`src/rtl/mem_1r1w_arb_32x64.sv`:
```
// Two-client (A/B) round-robin arbiter in front of a 1R1W memory with 1-cycle read latency.
// Optional same-cycle write-to-read forwarding is enabled by defining MEM_ARB_BYPASS_EN.
module mem_1r1w_arb_32x64 #(
  parameter int ADDR_W = 5,
  parameter int DATA_W = 64,
  parameter int MASK_W = 8
) (
  input  logic              clock,
  input  logic              reset,
  input  logic              a_rd_valid,
  input  logic              b_rd_valid,
  output logic              a_rd_ready,
  output logic              b_rd_ready,
  input  logic [ADDR_W-1:0] a_rd_addr,
  input  logic [ADDR_W-1:0] b_rd_addr,
  output logic              a_rsp_valid,
  output logic              b_rsp_valid,
  output logic [DATA_W-1:0] a_rsp_data,
  output logic [DATA_W-1:0] b_rsp_data,
  input  logic              a_wr_valid,
  input  logic              b_wr_valid,
  output logic              a_wr_ready,
  output logic              b_wr_ready,
  input  logic [ADDR_W-1:0] a_wr_addr,
  input  logic [ADDR_W-1:0] b_wr_addr,
  input  logic [DATA_W-1:0] a_wr_data,
  input  logic [DATA_W-1:0] b_wr_data,
  input  logic [MASK_W-1:0] a_wr_mask,
  input  logic [MASK_W-1:0] b_wr_mask,
  output logic [ADDR_W-1:0] R0_addr,
  output logic              R0_en,
  input  logic [DATA_W-1:0] R0_data,
  output logic [ADDR_W-1:0] W0_addr,
  output logic              W0_en,
  output logic [DATA_W-1:0] W0_data,
  output logic [MASK_W-1:0] W0_mask
);

  // Grant vectors: bit 0 = client A, bit 1 = client B. Pointer 0 favours A.
  logic [1:0]        w_rd_gnt;
  logic [1:0]        w_wr_gnt;
  logic              r_rd_ptr;
  logic              r_wr_ptr;
  logic              r_tag_valid;
  logic              r_tag_id;
  logic [DATA_W-1:0] w_rsp_word;

  function automatic logic [1:0] rr_pick(input logic req_a, input logic req_b, input logic ptr);
    logic [1:0] gnt;
    gnt = 2'b00;
    if (req_a && req_b) begin
      gnt = ptr ? 2'b10 : 2'b01;
    end else if (req_a) begin
      gnt = 2'b01;
    end else if (req_b) begin
      gnt = 2'b10;
    end else begin
      gnt = 2'b00;
    end
    return gnt;
  endfunction

  // Independent read and write arbitration; nothing is granted while in reset.
  always_comb begin
    w_rd_gnt = 2'b00;
    w_wr_gnt = 2'b00;
    if (reset) begin
      w_rd_gnt = 2'b00;
      w_wr_gnt = 2'b00;
    end else begin
      w_rd_gnt = rr_pick(a_rd_valid, b_rd_valid, r_rd_ptr);
      w_wr_gnt = rr_pick(a_wr_valid, b_wr_valid, r_wr_ptr);
    end
  end

  assign a_rd_ready = w_rd_gnt[0];
  assign b_rd_ready = w_rd_gnt[1];
  assign a_wr_ready = w_wr_gnt[0];
  assign b_wr_ready = w_wr_gnt[1];

  assign R0_en   = w_rd_gnt[0] | w_rd_gnt[1];
  assign R0_addr = w_rd_gnt[1] ? b_rd_addr : a_rd_addr;
  assign W0_en   = w_wr_gnt[0] | w_wr_gnt[1];
  assign W0_addr = w_wr_gnt[1] ? b_wr_addr : a_wr_addr;
  assign W0_data = w_wr_gnt[1] ? b_wr_data : a_wr_data;
  assign W0_mask = w_wr_gnt[1] ? b_wr_mask : a_wr_mask;

  // Round-robin pointers: after a grant, point at the client that was not served.
  always_ff @(posedge clock) begin
    if (reset) begin
      r_rd_ptr <= 1'b0;
      r_wr_ptr <= 1'b0;
    end else begin
      r_rd_ptr <= (w_rd_gnt != 2'b00) ? w_rd_gnt[0] : r_rd_ptr;
      r_wr_ptr <= (w_wr_gnt != 2'b00) ? w_wr_gnt[0] : r_wr_ptr;
    end
  end

  // Response tag: which client owns the memory data returning next cycle.
  always_ff @(posedge clock) begin
    if (reset) begin
      r_tag_valid <= 1'b0;
      r_tag_id    <= 1'b0;
    end else begin
      r_tag_valid <= R0_en;
      r_tag_id    <= w_rd_gnt[1];
    end
  end

`ifdef MEM_ARB_BYPASS_EN
  logic              r_byp_hit;
  logic [DATA_W-1:0] r_byp_data;
  logic [MASK_W-1:0] r_byp_mask;

  function automatic logic [DATA_W-1:0] byte_merge(input logic [DATA_W-1:0] old_w,
                                                   input logic [DATA_W-1:0] new_w,
                                                   input logic [MASK_W-1:0] mask);
    logic [DATA_W-1:0] res;
    res = old_w;
    for (int i = 0; i < MASK_W; i++) begin
      if (mask[i]) begin
        res[8*i +: 8] = new_w[8*i +: 8];
      end else begin
        res[8*i +: 8] = old_w[8*i +: 8];
      end
    end
    return res;
  endfunction

  // Capture a same-cycle, same-address write so the read response sees it.
  always_ff @(posedge clock) begin
    if (reset) begin
      r_byp_hit  <= 1'b0;
      r_byp_data <= {DATA_W{1'b0}};
      r_byp_mask <= {MASK_W{1'b0}};
    end else begin
      r_byp_hit  <= R0_en & W0_en & (R0_addr == W0_addr);
      r_byp_data <= W0_data;
      r_byp_mask <= W0_mask;
    end
  end

  // Forwarded response word.
  always_comb begin
    w_rsp_word = R0_data;
    if (r_byp_hit) begin
      w_rsp_word = byte_merge(R0_data, r_byp_data, r_byp_mask);
    end else begin
      w_rsp_word = R0_data;
    end
  end
`else
  assign w_rsp_word = R0_data;
`endif

  assign a_rsp_valid = r_tag_valid & ~r_tag_id & ~reset;
  assign b_rsp_valid = r_tag_valid &  r_tag_id & ~reset;
  assign a_rsp_data  = a_rsp_valid ? w_rsp_word : {DATA_W{1'b0}};
  assign b_rsp_data  = b_rsp_valid ? w_rsp_word : {DATA_W{1'b0}};

endmodule

```
`config.mk`:
```
export PLATFORM = sky130hd
export DESIGN_NAME = mem_1r1w_arb_32x64
export DESIGN_NICKNAME = d
export VERILOG_FILES = /design/src/rtl/mem_1r1w_arb_32x64.sv
export SDC_FILE = /design/constraint.sdc
export NUM_CORES = 1
export LEC_CHECK = 0
export CAP_MARGIN = 5
export CORE_AREA = 2 2 174 176
export DETAILED_ROUTE_END_ITERATION = 8
export DIE_AREA = 0 0 176 178
export PLACE_DENSITY = 0.46
export SETUP_SLACK_MARGIN = 0.4
export SYNTH_ARGS = -nofsm -noshare
export SYNTH_HDL_FRONTEND = slang
export SYNTH_SLANG_ARGS = --single-unit
```
`constraint.sdc`:
```
create_clock -name clock -period 4.75 [get_ports clock]
set_clock_uncertainty 0.2 [all_clocks]
set_input_delay 1.1875 -clock clock [delete_from_list [all_inputs] [get_ports clock]]
set_output_delay 1.1875 -clock clock [all_outputs]
set_load 0.1 [all_outputs]
```
==> metrics.md <==
| Metric | Value |
|---|---|
| Synthesized flop and latch total | `4` |
| Hpwl dp | `16,600 um` |
| Max Cap Violations | `0` |
| H-tree levels | `1` |
| CTS tree | `done` |
| Post-route cell area | `7800 um^2` |
| # DRC | `0` |
| Leak pwr | `3.39 nW` |
| Synth Instances | `330` |
| Switching pwr | `822 uW` |
| Post-route clock period utilization | `88.1%` |
| Footprint of the multi-input gates | `1990 um^2` |
| Synth area leader | `mux2_2` |
| TritonCTS Buffers | `3` |
| Overflow after GRT | `0` |
| Largest net degree at the start of global routing | `52` |
| Comb power frac | `88.6%` |
| Detail Route Antenna Nets | `0` |
| Flop pwr share | `2.6%` |
| Placed Instances | `1,152` |
| Initial antenna violation count | `4` |
| Most common cell in the synthesized netlist | `nor2_1` |
| Starting Density | `7.56%` |
| Critical path arrival | `2.80 ns` |
| Final wirelength | `18,700 um` |
| Ratio of cells with drive above 1 in the final layout | `41.6%` |
| Worst-path clk slew | `0.03 ns` |
| Clock Latency Late Sink | `0.22 ns` |
| First-pass GRT wire length | `25,100 um` |
| Area grow syn2layout | `251%` |
| Synth unique cells | `16` |
| Highest Clock Rate | `0.239 GHz` |
| DRT iter0 DRCs | `76` |
| Resized cells post-CTS | `0` |
| Setup crit end kind | `primary output` |
| Vias per cell | `3.34` |
| Syn nets | `564` |
| Pre-Repair DR Iteration Count | `4` |
| P per Cell Area | `188 nW/um^2` |
| I/O pin count | `452` |
| Post-Layout Cell Count | `1,158` |
| Main synth FF type | `dfxtp_1` |
| Clock Sinks | `4` |
| Final number of setup-violating endpoints | `0` |
| Worst hold path type | `flip-flop to flip-flop` |
| Int Power | `644 uW` |
| Critical Path Fanout Max | `30` |
| Clock root buffer | `clkbuf_16` |
| Synth cell count leaders | `nor2_1, nand2b_1, mux2_2` |
| Sw Share | `56.1%` |
| Share of the synthesized area in the top cell type | `31.9%` |
| Post-synthesis sequential area ratio | `3.60%` |
| Ys async rst share | `0%` |
| Synthesis Warnings | `0` |
| Worst Path Class, Setup | `input port to primary output` |
| Slew headroom | `30.1%` |
| Total die area | `31,300 um^2` |
| Final worst setup slack | `0.564 ns` |
| Worst slew pin tran | `1.05 ns` |
| Crit path launch type | `input port` |
| RSZ-0062 raised after global routing | `no` |
| Core ar. | `29,400 um^2` |
| EDFF count, synth | `0` |
| Clk pwr share | `8.9%` |
| Die Wd | `176 um` |
| Clock period minus worst slack | `4.19 ns` |
| Dpl cell area | `7710 um^2` |
| Synth area leaders | `mux2_2, nor2_1, nand2b_1` |
| Routed len/inst | `16.2 um` |
| Worst slack, placed | `0.420 ns` |
| Worst Path Required | `3.36 ns` |
| CTS Buffer Depth | `2` |
| Std-Cell Rows | `63` |
| Setup_tns | `0 ns` |
| Sequential Area | `80.1 um^2` |
| Synthesized area | `2220 um^2` |
| WHS | `0.278 ns` |
| Overall die height | `178 um` |
| Routability congestion estimate | `0.714` |
| Avg Inst Size Synth | `6.74 um^2` |
| Total number of vias | `3,867` |
| Slew Limit Fails | `0` |
| Nets | `1,002` |
| PortBufs | `451` |
| Number of global-route vias before repair | `3,824` |
| Max rail drop VDD | `0.154 mV` |
| Status | `completed` |
| Global Route Usage Sum | `10.8%` |
| Final Hold Viols | `0` |
| Layout filler cell count | `3,110` |
-- cells by family (layout without fill, tap and decap cells) --
logic type      after synthesis  count (layout)  share of synthesized area (%)
mux                          82              82                           44.7
other cells                   0               2                              0
buf+inv                      33             469                           6.92
flops                         4               4                           3.60
compound gates                4               4                           1.13
simple gates                207             207                           43.6
-- state kept, by name, summed over array words and instances (netlist names) --
register / flops
r_rd_ptr: 1
r_tag_id: 1
r_tag_valid: 1
r_wr_ptr: 1
-- per-layer routing --
layer	track usage (%)	wire length (um)	part of all wire [%]	vias up
li1	-	-	-	1927
met1	12.3	6960	37	1703
met2	21.0	10100	54	231
met3	2.60	1580	8.4	6
met4	0.689	82	0.44	0
met5	0	0	0	-
-- worst paths after layout --
| check | startpoint | endpoint | slack, ns | cells after the start |
|---|---|---|---|---|
| setup / recovery | a_wr_valid | W0_addr[3] | 0.56 | 6 |
| hold / removal | r_wr_ptr$_SDFFE_PP0P_ | r_wr_ptr$_SDFFE_PP0P_ | 0.28 | 1 |
| setup reg to reg | r_rd_ptr$_SDFFE_PP0P_ | r_tag_id$_SDFF_PP0_ | 3.62 | 3 |
| hold reg to reg | r_wr_ptr$_SDFFE_PP0P_ | r_wr_ptr$_SDFFE_PP0P_ | 0.28 | 1 |
-- critical path: stages --
cell	delay (ns)
clkdlybuf4s50_1	0.52
nand2b_1	0.11
nand3b_4	0.17
buf_12	0.23
mux2_2	0.39
buf_12	0.17
-- power groups by stage --
stage	logic, mW	clock network (mW)	registers [mW]
after floorplan	0.772	0	0.0377
after global placement	1.31	0	0.0382
after detailed placement	1.31	0	0.0382
after CTS	1.31	0.133	0.0378
after global routing	1.34	0.137	0.0382
final	1.30	0.130	0.0378
-- cell usage in the layout (no fill, tap or decap), types with 3 or more instances in the layout --
cell / n
nor2_1: 135
nand2b_1: 66
buf_12: 87
buf_4: 143
inv_1: 3
mux2_2: 63
clkbuf_16: 3
mux2_4: 19
dfxtp_1: 4
clkdlybuf4s50_1: 232
-- cell type report --
cell class / instances / share of cell area (%)
well taps: 390 / 6.26
clock buffers: 3 / 0.963
inverters: 3 / 0.144
multi-input cells: 293 / 25.6
repair buffers: 463 / 66.0
flip-flops and latches: 4 / 1.03
diodes: 2 / 0.0642
-- metrics by stage --
step	total power, mW	util [%]
finish	1.47	26.5
CTS	1.48	26.5
global placement	1.34	26.2
global route	1.51	26.5
floorplan	0.810	-
detailed placement	1.34	26.2
-- what timing repair did --
item / in CTS / in global routing
setup buffers: 0 / 1
setup endpoints to repair: 0 / 25
endpoints found under the hold margin: 0 / 0
hold buffers: 0 / 0
(Power assumes the default switching activity.)
